File: src/rtl/fdiv_sched_pkg.sv
// Shared types and constants for the fp16 divider scheduler.
package fdiv_sched_pkg;

   typedef enum logic [1:0] {
      IDLE  = 2'd0,
      START = 2'd1,
      WAIT  = 2'd2,
      RESP  = 2'd3
   } state_t;

   localparam int          FP16_W    = 16;
   localparam logic [15:0] FP16_QNAN = 16'h7E00;

   // Round-robin pointer advance: the slot after the winner, wrapping at n.
   function automatic int rr_next(input int g, input int n);
      if (g + 1 >= n) begin
         return 0;
      end else begin
         return g + 1;
      end
   endfunction

endpackage

File: src/rtl/fdiv_sched_if.sv
// Requester, response and divider signals of the scheduler.
// master = requesters/divider side, slave = scheduler side.
interface fdiv_sched_if #(
   parameter int NREQ = 4,
   parameter int IDW  = $clog2(NREQ)
) ();
   logic [NREQ-1:0]    req_valid;
   logic [NREQ*16-1:0] req_f1;
   logic [NREQ*16-1:0] req_f2;
   logic [NREQ-1:0]    req_ready;
   logic               rsp_valid;
   logic               rsp_ready;
   logic [IDW-1:0]     rsp_id;
   logic [15:0]        rsp_f;
   logic               rsp_err;
   logic               div_reset;
   logic               div_enable;
   logic [15:0]        div_f1;
   logic [15:0]        div_f2;
   logic               div_done;
   logic [15:0]        div_f;

   modport master (
      output req_valid, req_f1, req_f2, rsp_ready, div_done, div_f,
      input  req_ready, rsp_valid, rsp_id, rsp_f, rsp_err,
             div_reset, div_enable, div_f1, div_f2
   );

   modport slave (
      input  req_valid, req_f1, req_f2, rsp_ready, div_done, div_f,
      output req_ready, rsp_valid, rsp_id, rsp_f, rsp_err,
             div_reset, div_enable, div_f1, div_f2
   );
endinterface

File: src/rtl/fdiv_sched_rr_arbiter.sv
// Combinational round-robin arbiter: first request at or above ptr, wrapping.
module rr_arbiter #(
   parameter int NREQ = 4,
   parameter int IDW  = $clog2(NREQ)
) (
   input  logic [NREQ-1:0] req,
   input  logic [IDW-1:0]  ptr,
   output logic [NREQ-1:0] grant,
   output logic [IDW-1:0]  gid
);
   logic found_s;
   int   idx_s;

   // Scan NREQ slots starting at ptr; the first hit wins.
   always_comb begin
      grant   = '0;
      gid     = '0;
      found_s = 1'b0;
      idx_s   = 0;
      for (int k = 0; k < NREQ; k++) begin
         idx_s = int'(ptr) + k;
         if (idx_s >= NREQ) begin
            idx_s = idx_s - NREQ;
         end else begin
            idx_s = idx_s;
         end
         if (!found_s && req[idx_s]) begin
            grant[idx_s] = 1'b1;
            gid          = IDW'(idx_s);
            found_s      = 1'b1;
         end else begin
            found_s = found_s;
         end
      end
   end
endmodule

File: src/rtl/fdiv_sched.sv
// Round-robin scheduler sharing one fp16 divider among NREQ requesters.
// Optional WAIT watchdog enabled by defining FDIV_SCHED_TIMEOUT_EN.
module fdiv_sched
   import fdiv_sched_pkg::*;
#(
   parameter int NREQ    = 4,
   parameter int IDW     = $clog2(NREQ),
   parameter int TIMEOUT = 64
) (
   input logic         clk,
   input logic         reset_n,
   fdiv_sched_if.slave bus
);
   state_t            state_r, state_nxt_s;
   logic [IDW-1:0]    ptr_r, gid_s, rsp_id_r;
   logic [NREQ-1:0]   grant_s, req_ready_s;
   logic [FP16_W-1:0] div_f1_r, div_f2_r, rsp_f_r;
   logic              accept_s, done_s, timeout_s;
   logic              div_reset_s, div_enable_s, rsp_valid_s;

   rr_arbiter #(.NREQ(NREQ), .IDW(IDW)) u_arb (
      .req   (bus.req_valid),
      .ptr   (ptr_r),
      .grant (grant_s),
      .gid   (gid_s)
   );

   assign accept_s = (state_r == IDLE) & (|bus.req_valid);
   assign done_s   = (state_r == WAIT) & bus.div_done;

`ifdef FDIV_SCHED_TIMEOUT_EN
   localparam int CW = $clog2(TIMEOUT) + 1;
   logic [CW-1:0] cnt_r;
   logic          rsp_err_r;

   // done on the expiry cycle takes priority over the watchdog
   assign timeout_s = (state_r == WAIT) & ~bus.div_done & (cnt_r == CW'(TIMEOUT - 1));

   // Watchdog counter: cleared in START so it reads 0 on the first WAIT cycle.
   always_ff @(posedge clk or negedge reset_n) begin
      if (!reset_n) begin
         cnt_r <= '0;
      end else if (state_r == START) begin
         cnt_r <= '0;
      end else if (state_r == WAIT) begin
         cnt_r <= cnt_r + 1'b1;
      end else begin
         cnt_r <= cnt_r;
      end
   end

   // Error flag accompanies the quotient latched at the end of WAIT.
   always_ff @(posedge clk or negedge reset_n) begin
      if (!reset_n) begin
         rsp_err_r <= 1'b0;
      end else if (done_s) begin
         rsp_err_r <= 1'b0;
      end else if (timeout_s) begin
         rsp_err_r <= 1'b1;
      end else begin
         rsp_err_r <= rsp_err_r;
      end
   end

   assign bus.rsp_err = rsp_err_r;
`else
   assign timeout_s   = 1'b0;
   assign bus.rsp_err = 1'b0;
`endif

   // State register.
   always_ff @(posedge clk or negedge reset_n) begin
      if (!reset_n) begin
         state_r <= IDLE;
      end else begin
         state_r <= state_nxt_s;
      end
   end

   // Next-state logic.
   always_comb begin
      state_nxt_s = state_r;
      case (state_r)
         IDLE:    state_nxt_s = accept_s ? START : IDLE;
         START:   state_nxt_s = WAIT;
         WAIT:    state_nxt_s = (bus.div_done || timeout_s) ? RESP : WAIT;
         RESP:    state_nxt_s = bus.rsp_ready ? IDLE : RESP;
         default: state_nxt_s = IDLE;
      endcase
   end

   // State-decoded handshake and divider controls.
   always_comb begin
      req_ready_s  = '0;
      div_reset_s  = 1'b1;
      div_enable_s = 1'b0;
      rsp_valid_s  = 1'b0;
      case (state_r)
         IDLE:  req_ready_s = grant_s;
         START: begin
            div_reset_s  = 1'b0;
            div_enable_s = 1'b1;
         end
         WAIT:  div_reset_s = 1'b0;
         RESP:  rsp_valid_s = 1'b1;
         default: begin
            req_ready_s  = '0;
            div_reset_s  = 1'b1;
            div_enable_s = 1'b0;
            rsp_valid_s  = 1'b0;
         end
      endcase
   end

   // Operands and id are captured only on accept, so they hold until the next job.
   always_ff @(posedge clk or negedge reset_n) begin
      if (!reset_n) begin
         ptr_r    <= '0;
         div_f1_r <= '0;
         div_f2_r <= '0;
         rsp_id_r <= '0;
      end else if (accept_s) begin
         ptr_r    <= IDW'(rr_next(int'(gid_s), NREQ));
         div_f1_r <= bus.req_f1[int'(gid_s)*FP16_W +: FP16_W];
         div_f2_r <= bus.req_f2[int'(gid_s)*FP16_W +: FP16_W];
         rsp_id_r <= gid_s;
      end else begin
         ptr_r    <= ptr_r;
         div_f1_r <= div_f1_r;
         div_f2_r <= div_f2_r;
         rsp_id_r <= rsp_id_r;
      end
   end

   // Quotient capture at the end of WAIT.
   always_ff @(posedge clk or negedge reset_n) begin
      if (!reset_n) begin
         rsp_f_r <= '0;
      end else if (done_s) begin
         rsp_f_r <= bus.div_f;
      end else if (timeout_s) begin
         rsp_f_r <= FP16_QNAN;
      end else begin
         rsp_f_r <= rsp_f_r;
      end
   end

   assign bus.req_ready  = req_ready_s;
   assign bus.div_reset  = div_reset_s;
   assign bus.div_enable = div_enable_s;
   assign bus.rsp_valid  = rsp_valid_s;
   assign bus.div_f1     = div_f1_r;
   assign bus.div_f2     = div_f2_r;
   assign bus.rsp_id     = rsp_id_r;
   assign bus.rsp_f      = rsp_f_r;
endmodule
File: src/flat_wrapper.sv
// flat-port wrapper written by rule: the top's interface ports become plain ports
module fdiv_sched_flat import fdiv_sched_pkg::*;
#(
   parameter int NREQ    = 4,
   parameter int IDW     = $clog2(NREQ),
   parameter int TIMEOUT = 64
)
  (clk, reset_n, bus_req_valid, bus_req_f1, bus_req_f2, bus_rsp_ready, bus_div_done, bus_div_f, bus_req_ready, bus_rsp_valid, bus_rsp_id, bus_rsp_f, bus_rsp_err, bus_div_reset, bus_div_enable, bus_div_f1, bus_div_f2);
  fdiv_sched_if #(.NREQ(NREQ), .IDW(IDW)) bus_i ();
  input logic clk;
  input logic reset_n;
  input wire logic [$bits(bus_i.req_valid)-1:0] bus_req_valid;
  input wire logic [$bits(bus_i.req_f1)-1:0] bus_req_f1;
  input wire logic [$bits(bus_i.req_f2)-1:0] bus_req_f2;
  input wire logic [$bits(bus_i.rsp_ready)-1:0] bus_rsp_ready;
  input wire logic [$bits(bus_i.div_done)-1:0] bus_div_done;
  input wire logic [$bits(bus_i.div_f)-1:0] bus_div_f;
  output wire logic [$bits(bus_i.req_ready)-1:0] bus_req_ready;
  output wire logic [$bits(bus_i.rsp_valid)-1:0] bus_rsp_valid;
  output wire logic [$bits(bus_i.rsp_id)-1:0] bus_rsp_id;
  output wire logic [$bits(bus_i.rsp_f)-1:0] bus_rsp_f;
  output wire logic [$bits(bus_i.rsp_err)-1:0] bus_rsp_err;
  output wire logic [$bits(bus_i.div_reset)-1:0] bus_div_reset;
  output wire logic [$bits(bus_i.div_enable)-1:0] bus_div_enable;
  output wire logic [$bits(bus_i.div_f1)-1:0] bus_div_f1;
  output wire logic [$bits(bus_i.div_f2)-1:0] bus_div_f2;
  assign bus_i.req_valid = bus_req_valid;
  assign bus_i.req_f1 = bus_req_f1;
  assign bus_i.req_f2 = bus_req_f2;
  assign bus_i.rsp_ready = bus_rsp_ready;
  assign bus_i.div_done = bus_div_done;
  assign bus_i.div_f = bus_div_f;
  assign bus_req_ready = bus_i.req_ready;
  assign bus_rsp_valid = bus_i.rsp_valid;
  assign bus_rsp_id = bus_i.rsp_id;
  assign bus_rsp_f = bus_i.rsp_f;
  assign bus_rsp_err = bus_i.rsp_err;
  assign bus_div_reset = bus_i.div_reset;
  assign bus_div_enable = bus_i.div_enable;
  assign bus_div_f1 = bus_i.div_f1;
  assign bus_div_f2 = bus_i.div_f2;
  fdiv_sched #(.NREQ(NREQ), .IDW(IDW), .TIMEOUT(TIMEOUT)) u_core (.clk(clk), .reset_n(reset_n), .bus(bus_i));
endmodule
File: config.mk
export PLATFORM = sky130hd
export DESIGN_NAME = fdiv_sched_flat
export DESIGN_NICKNAME = d
export VERILOG_FILES = /design/src/rtl/fdiv_sched_pkg.sv /design/src/rtl/fdiv_sched_if.sv /design/src/rtl/fdiv_sched_rr_arbiter.sv /design/src/rtl/fdiv_sched.sv /design/src/flat_wrapper.sv
export SDC_FILE = /design/constraint.sdc
export NUM_CORES = 1
export LEC_CHECK = 0
export ABC_AREA = 0
export BUFFER_PORTS_ARGS = -buffer_cell sky130_fd_sc_hd__clkbuf_2
export CAP_MARGIN = 20
export CELL_PAD_IN_SITES_DETAIL_PLACEMENT = 0
export CELL_PAD_IN_SITES_GLOBAL_PLACEMENT = 1
export CORE_MARGIN = 2
export CORE_UTILIZATION = 34
export CTS_CLUSTER_SIZE = 30
export DETAILED_ROUTE_END_ITERATION = 12
export PLACE_DENSITY_LB_ADDON = 0.1
export SYNTH_ARGS = -nofsm -noshare
export SYNTH_HDL_FRONTEND = slang
export SYNTH_SLANG_ARGS = --single-unit
export TNS_END_PERCENT = 20
File: constraint.sdc
create_clock -name clk -period 4.3 [get_ports clk]
set_input_delay 0.86 -clock clk [delete_from_list [all_inputs] [get_ports clk]]
set_output_delay 0.86 -clock clk [all_outputs]
set_load 0.01 [all_outputs]
### Word-level counts from Yosys, hierarchy flattened

Index checks and enable logic that the tools add are counted.

* bitwise operators: 5
* shift operators: 2
* reduce and logical (&&, ||, !) cells: 13
* magnitude comparators: 13
* multiplexer cells: 44
* equal/unequal tests: 3
* add/subtract/negate cells: 8

Operators by type and width (count)
* 32-bit by 1-bit greater-or-equal comparator with 1-bit output (second input constant): 4
* 32-bit by 4-bit less-than comparator with 1-bit output (second input constant): 4
* 32-bit 2-to-1 mux: 4
* 64-bit by 7-bit variable part select with 16-bit output: 2
* 1-bit 2-to-1 mux: 20
* 4-bit 2-to-1 mux: 5
* 3-bit greater-or-equal comparator (second input constant): 4
* 2-bit 2-to-1 mux: 6
* 4-bit bitwise OR: 3
* 3-bit by 3-bit subtractor with 4-bit output (second input constant): 3
* 1-bit binary-select mux with 2-bit select: 4
* 1-bit demux with 2-bit select: 4
* 2-bit case mux with 4 select lines: 1
* 1-bit logical AND: 7
* 2-bit by 1-bit adder with 3-bit output (second input constant): 2
* 2-bit by 2-bit adder with 3-bit output (second input constant): 2
* 2-bit == test (second input constant): 2
* 4-bit OR reduction: 1
* 2-bit by 3-bit subtractor with 4-bit output (second input constant): 1
* 2-bit by 3-bit greater-or-equal comparator with 1-bit output (second input constant): 1
* 1-bit logical NOT: 3
* 1-bit bitwise AND: 2
* 2-bit by 1-bit == test with 1-bit output (second input constant): 1
* 2-bit logical NOT: 1
* 2-bit OR reduction: 1

* word-level logic and storage cells: 94
* output and inout bits: 58
* register bits after elaboration: 54
* input port bits: 152

### Longest topological paths before layout

* depth after elaboration: 18
* gate-level depth with buffers: 13
* gate-level depth less buffers: 8

### By module

A second synthesis with hierarchy kept.

* cell total of the unflattened synthesis: 225
* area total of the unflattened synthesis: 3405.8 um^2

By module, submodules not included
* fdiv_sched: times used 1, area each 2927.8 um^2, cells each 174, seq. area each 1351.3 um^2
* rr_arbiter: times used 1, area each 478.0 um^2, cells each 51, seq. area each 0.0 um^2

### Least setup slack after synthesis

OpenSTA, ideal clock, no wires.

* path kind: reg2out
* start point: register u_core.ptr_r[0]
* end point: output port bus_req_ready[0]
* setup slack: 1210 ps
* buffers on the path: 2
* data required time: 3440 ps
* data arrival time: 2230 ps
* cell stages (with the launch flop): 11
* path through: dfrtp_1 > buf_4 > inv_1 > ha_1 > buf_6 > mux4_2 > nor2b_4 > a22oi_1 > nor2_1 > a221oi_1 > nor2b_1

* longest elaborated chain between the ends: 16
* elaborated cells between the ends (all ways): 64
* classes of those cells: add/sub: 7; order compare: 12; mux: 32; bitwise: 3; reduce/logical: 10

Ends and longest elaborated chain
* start: declaration: RTL line fdiv_sched.sv:15 `logic [IDW-1:0] ptr_r, gid_s, rsp_id_r;`
* start signal: assignment: RTL line fdiv_sched.sv:123 `ptr_r <= IDW'(rr_next(int'(gid_s), NREQ));`
* start signal: assignment: RTL line fdiv_sched.sv:128 `ptr_r <= ptr_r;`
* branches (longest 14 deep; another with 32-bit by 1-bit greater-or-equal comparator with 1-bit output)
* 4-bit 2-to-1 mux *: RTL line fdiv_sched_rr_arbiter.sv:27 `if (!found_s && req[idx_s]) begin`
* 4-bit 2-to-1 mux *: RTL line fdiv_sched.sv:98 `case (state_r)`
* end: declaration: RTL line flat_wrapper.sv:18 `output wire logic [$bits(bus_i.req_ready)-1:0] bus_req_ready;`

Mark *: on every way between the ends. The select of a mux whose other input is x is not followed.

### Final worst setup path

* start point: register u_core.ptr_r[0]
* end point: output port bus_req_ready[1]

Same word-level chain as after synthesis.

==> summary.md <==
| Metric | Value |
|---|---|
| Outcome | `complete, no violations` |
| RSZ-0062 raised after global routing | `no` |
| P_int | `0.00190 W` |
| Crit path time final | `3880 ps` |
| Area Growth Syn to Fin | `34.1%` |
| CTS Buf Count | `5` |
| Detailed-route via count | `3,098` |
| Critical Path Start | `u_core.ptr_r[0]` |
| Die ar. | `0.0110 sq mm` |
| R2r startpoint | `u_core.ptr_r[0]` |
| Yosys cell types | `39` |
| Filler cells | `985` |
| Syn. warnings | `0` |
| DRT antenna net count | `0` |
| FF-to-FF setup slack | `880 ps` |
| FF+latch count, synth | `54` |
| Total Power | `0.00345 W` |
| Synthesized instance count | `307` |
| Setup tns final | `0 ps` |
| Clk_lat worst skew | `320 ps` |
| Final period util | `0.901` |
| Cell Area, Synth | `0.00347 sq mm` |
| Max Fclk | `0.258 GHz` |
| Chip height | `105 um` |
| Crit path DAT | `3020 ps` |
| Final Max Tran Viols | `0` |
| Worst VDD drop | `0.000278 V` |
| DRC | `0` |
| # port buffers | `208` |
| Worst Hold End | `u_core.bus.rsp_id[0]` |
| Antenna violations before repair | `0` |
| I/O Pins | `210` |
| Worst R2R End | `u_core.bus.div_f2[12]` |
| Leak | `2.53 nW` |
| Util after Layout | `0.472` |
| Layout Nets | `661` |
| Postcts setup bufs | `0` |
| Max-Cap Viols | `0` |
| Root buffer cell | `clkbuf_8` |
| Switching part of the total | `0.447` |
| Vias in the first global route | `3,158` |
| Die width | `105 um` |
| CTS sink cnt | `54` |
| Sequential area share after synthesis | `0.389` |
| # setup viols final | `0` |
| N_diodes | `0` |
| First-pass GRT wire length | `15,200 um` |
| Core ar. | `0.00986 sq mm` |
| Avg Inst Size Synth | `11.3 sq um` |
| Worst Setup Start Kind | `flop` |
| H-tree depth | `2` |
| Routed len/inst | `15.2 um` |
| Row Count | `36` |
| Post-Syn Nets | `468` |
| Post-Route WL | `9630 um` |
| Crit path max fanout | `14` |
| Post-CTS Hold Fix Bufs | `0` |
| WHS | `493 ps` |
| Final Hold Fails | `0` |
| FF-to-FF path depth | `8` |
| Detailed-router iteration count before antenna repair | `4` |
| Clock skew | `14.8 ps` |
| Slew HR | `0.460` |
| Logic pwr share | `0.638` |
| Clk pin slew, worst setup/hold paths | `110 ps` |
| Cts repair resizes | `0` |
| Total gr overflow | `0` |
| Hold path cells | `2` |
| Dpl cells | `626` |
| Fraction of layout cells with a size suffix above 1 | `0.529` |
| P per Cell Area | `740 mW/mm^2` |
| Most common cell after layout, fill and taps aside | `clkbuf_2` |
| Hold Startpoint | `u_core.bus.rsp_id[0]` |
| Hold Path Class | `reg -> reg` |
| Clock power frac | `0.090` |
| Part of the power in registers | `0.271` |
| GRT Util Overall | `0.169` |
| Critical Path End Type | `output port` |
| Least-Margin Pin Slew | `809 ps` |
| Clock Path Buffers | `2` |
| CP required | `3440 ps` |
| Vias per Instance | `4.89` |
| Sw Pwr | `0.00154 W` |
| Initial Utilization | `0.352` |
| Placer Congestion | `0.750` |
| Critical path class | `reg -> out` |
| Non-filler instance count after layout | `634` |
| Hpwl dp | `7590 um` |
| Most frequent cells in the layout | `208 x clkbuf_2, 67 x mux2i_1, 54 x dfrtp_1, 42 x nand2_1, 19 x o221ai_2` |
| Initial DRC Count | `78` |
| Largest net degree at the start of global routing | `37` |
| CTS tree | `yes` |
registers in the layout, indices dropped and copies added, names as in the netlist:
name and flops:
u_core.bus.div_f1 16, u_core.bus.div_f2 16, u_core.bus.rsp_f 16, u_core.bus.rsp_id 2, u_core.ptr_r 2, u_core.state_r 2
stage by stage:
| stage | setup slack, ps | instance area (sq um) |
|---|---|---|
| after floorplan | 1210 | 3470 |
| after CTS | 394 | 4660 |
| after detailed placement | 748 | 4560 |
| after global routing | 180 | 4660 |
| after global placement | 852 | 4560 |
| final | 425 | 4660 |
synthesized netlist by cell type, drive strengths merged:
| master | instances | area (sq um) |
|---|---|---|
| or2 | 2 | 12.5 |
| clkbuf | 8 | 30.0 |
| a221oi | 4 | 35.0 |
| mux2 | 16 | 180 |
| a32o | 1 | 10.0 |
| nor2 | 8 | 30.0 |
| a21oi | 1 | 5.00 |
| nor2b | 7 | 51.3 |
| a211o | 1 | 8.76 |
| o21ai | 7 | 35.0 |
| a22oi | 4 | 30.0 |
| and3b | 1 | 8.76 |
| nand2b | 3 | 18.8 |
| nor3b | 2 | 15.0 |
| mux4 | 2 | 45.0 |
| o31a | 1 | 8.76 |
| buf | 20 | 156 |
| ha | 9 | 113 |
| xnor2 | 1 | 8.76 |
| nand2 | 42 | 158 |
| nand3 | 1 | 5.00 |
| nand4 | 1 | 6.26 |
| mux2i | 68 | 693 |
| dfrtp | 54 | 1350 |
| nor3 | 1 | 5.00 |
| o41ai | 1 | 8.76 |
| o221ai | 33 | 408 |
| inv | 5 | 18.8 |
| a21o | 1 | 7.51 |
| conb | 1 | 3.75 |
| o22ai | 1 | 6.26 |
power by group through the flow:
stage | clock network [W] | logic [W] | registers (W)
after global placement | 0 | 0.00223 | 0.000935
after detailed placement | 0 | 0.00225 | 0.000943
final | 0.000312 | 0.00220 | 0.000934
after CTS | 0.000323 | 0.00225 | 0.000938
after floorplan | 0 | 0.00160 | 0.00102
after global routing | 0.000343 | 0.00241 | 0.000971
worst max path at each step:
| stage | endpoint | slack (ps) |
|---|---|---|
| after floorplan | bus_req_ready[0] | 1210 |
| after global placement | bus_req_ready[2] | 850 |
| after detailed placement | bus_req_ready[2] | 750 |
| after CTS | bus_req_ready[2] | 390 |
| after global routing | bus_req_ready[3] | 180 |
| final | bus_req_ready[1] | 420 |
worst max-delay path: stages (launching register included):
cell      delay (ps)
dfrtp_1          690
inv_1            190
ha_1             480
mux4_2           620
nor2b_4          200
a22oi_1           90
nor2_1           110
a221oi_1          60
nor2b_1          120
clkbuf_2         140
cell families (layout without fill, tap and decap cells):
| kind of cell | count (synthesis) | count (layout) | synth area share |
|---|---|---|---|
| multiplexers | 86 | 86 | 0.264 |
| AND/OR/NAND/NOR | 68 | 68 | 0.0893 |
| AO/OA/AOI/OAI | 55 | 55 | 0.162 |
| flip-flops | 54 | 54 | 0.389 |
| buffers and inverters | 33 | 227 | 0.0591 |
| adder cells (fa/ha/maj) | 9 | 9 | 0.0324 |
| other | 1 | 1 | 0.00108 |
| XOR/XNOR | 1 | 1 | 0.00252 |
final cells by class:
class | instances | area (sq um) | share of cell area
repair buffers | 214 | 1090 | 0.233
inverters | 5 | 18.8 | 0.00403
well taps | 133 | 166 | 0.0357
multi-input cells | 220 | 1940 | 0.416
clock buffers | 5 | 68.8 | 0.0148
clock inverters | 3 | 28.8 | 0.00618
flip-flops and latches | 54 | 1350 | 0.290
metal layers:
metal,share of wire,vias to the layer above,global-route usage
met5,0,-,0
met1,0.40,1472,0.193
met2,0.55,96,0.325
met4,0.0084,0,0.0343
li1,-,1523,-
met3,0.048,7,0.0318
Note: power is estimated with default switching activity, not from simulation.
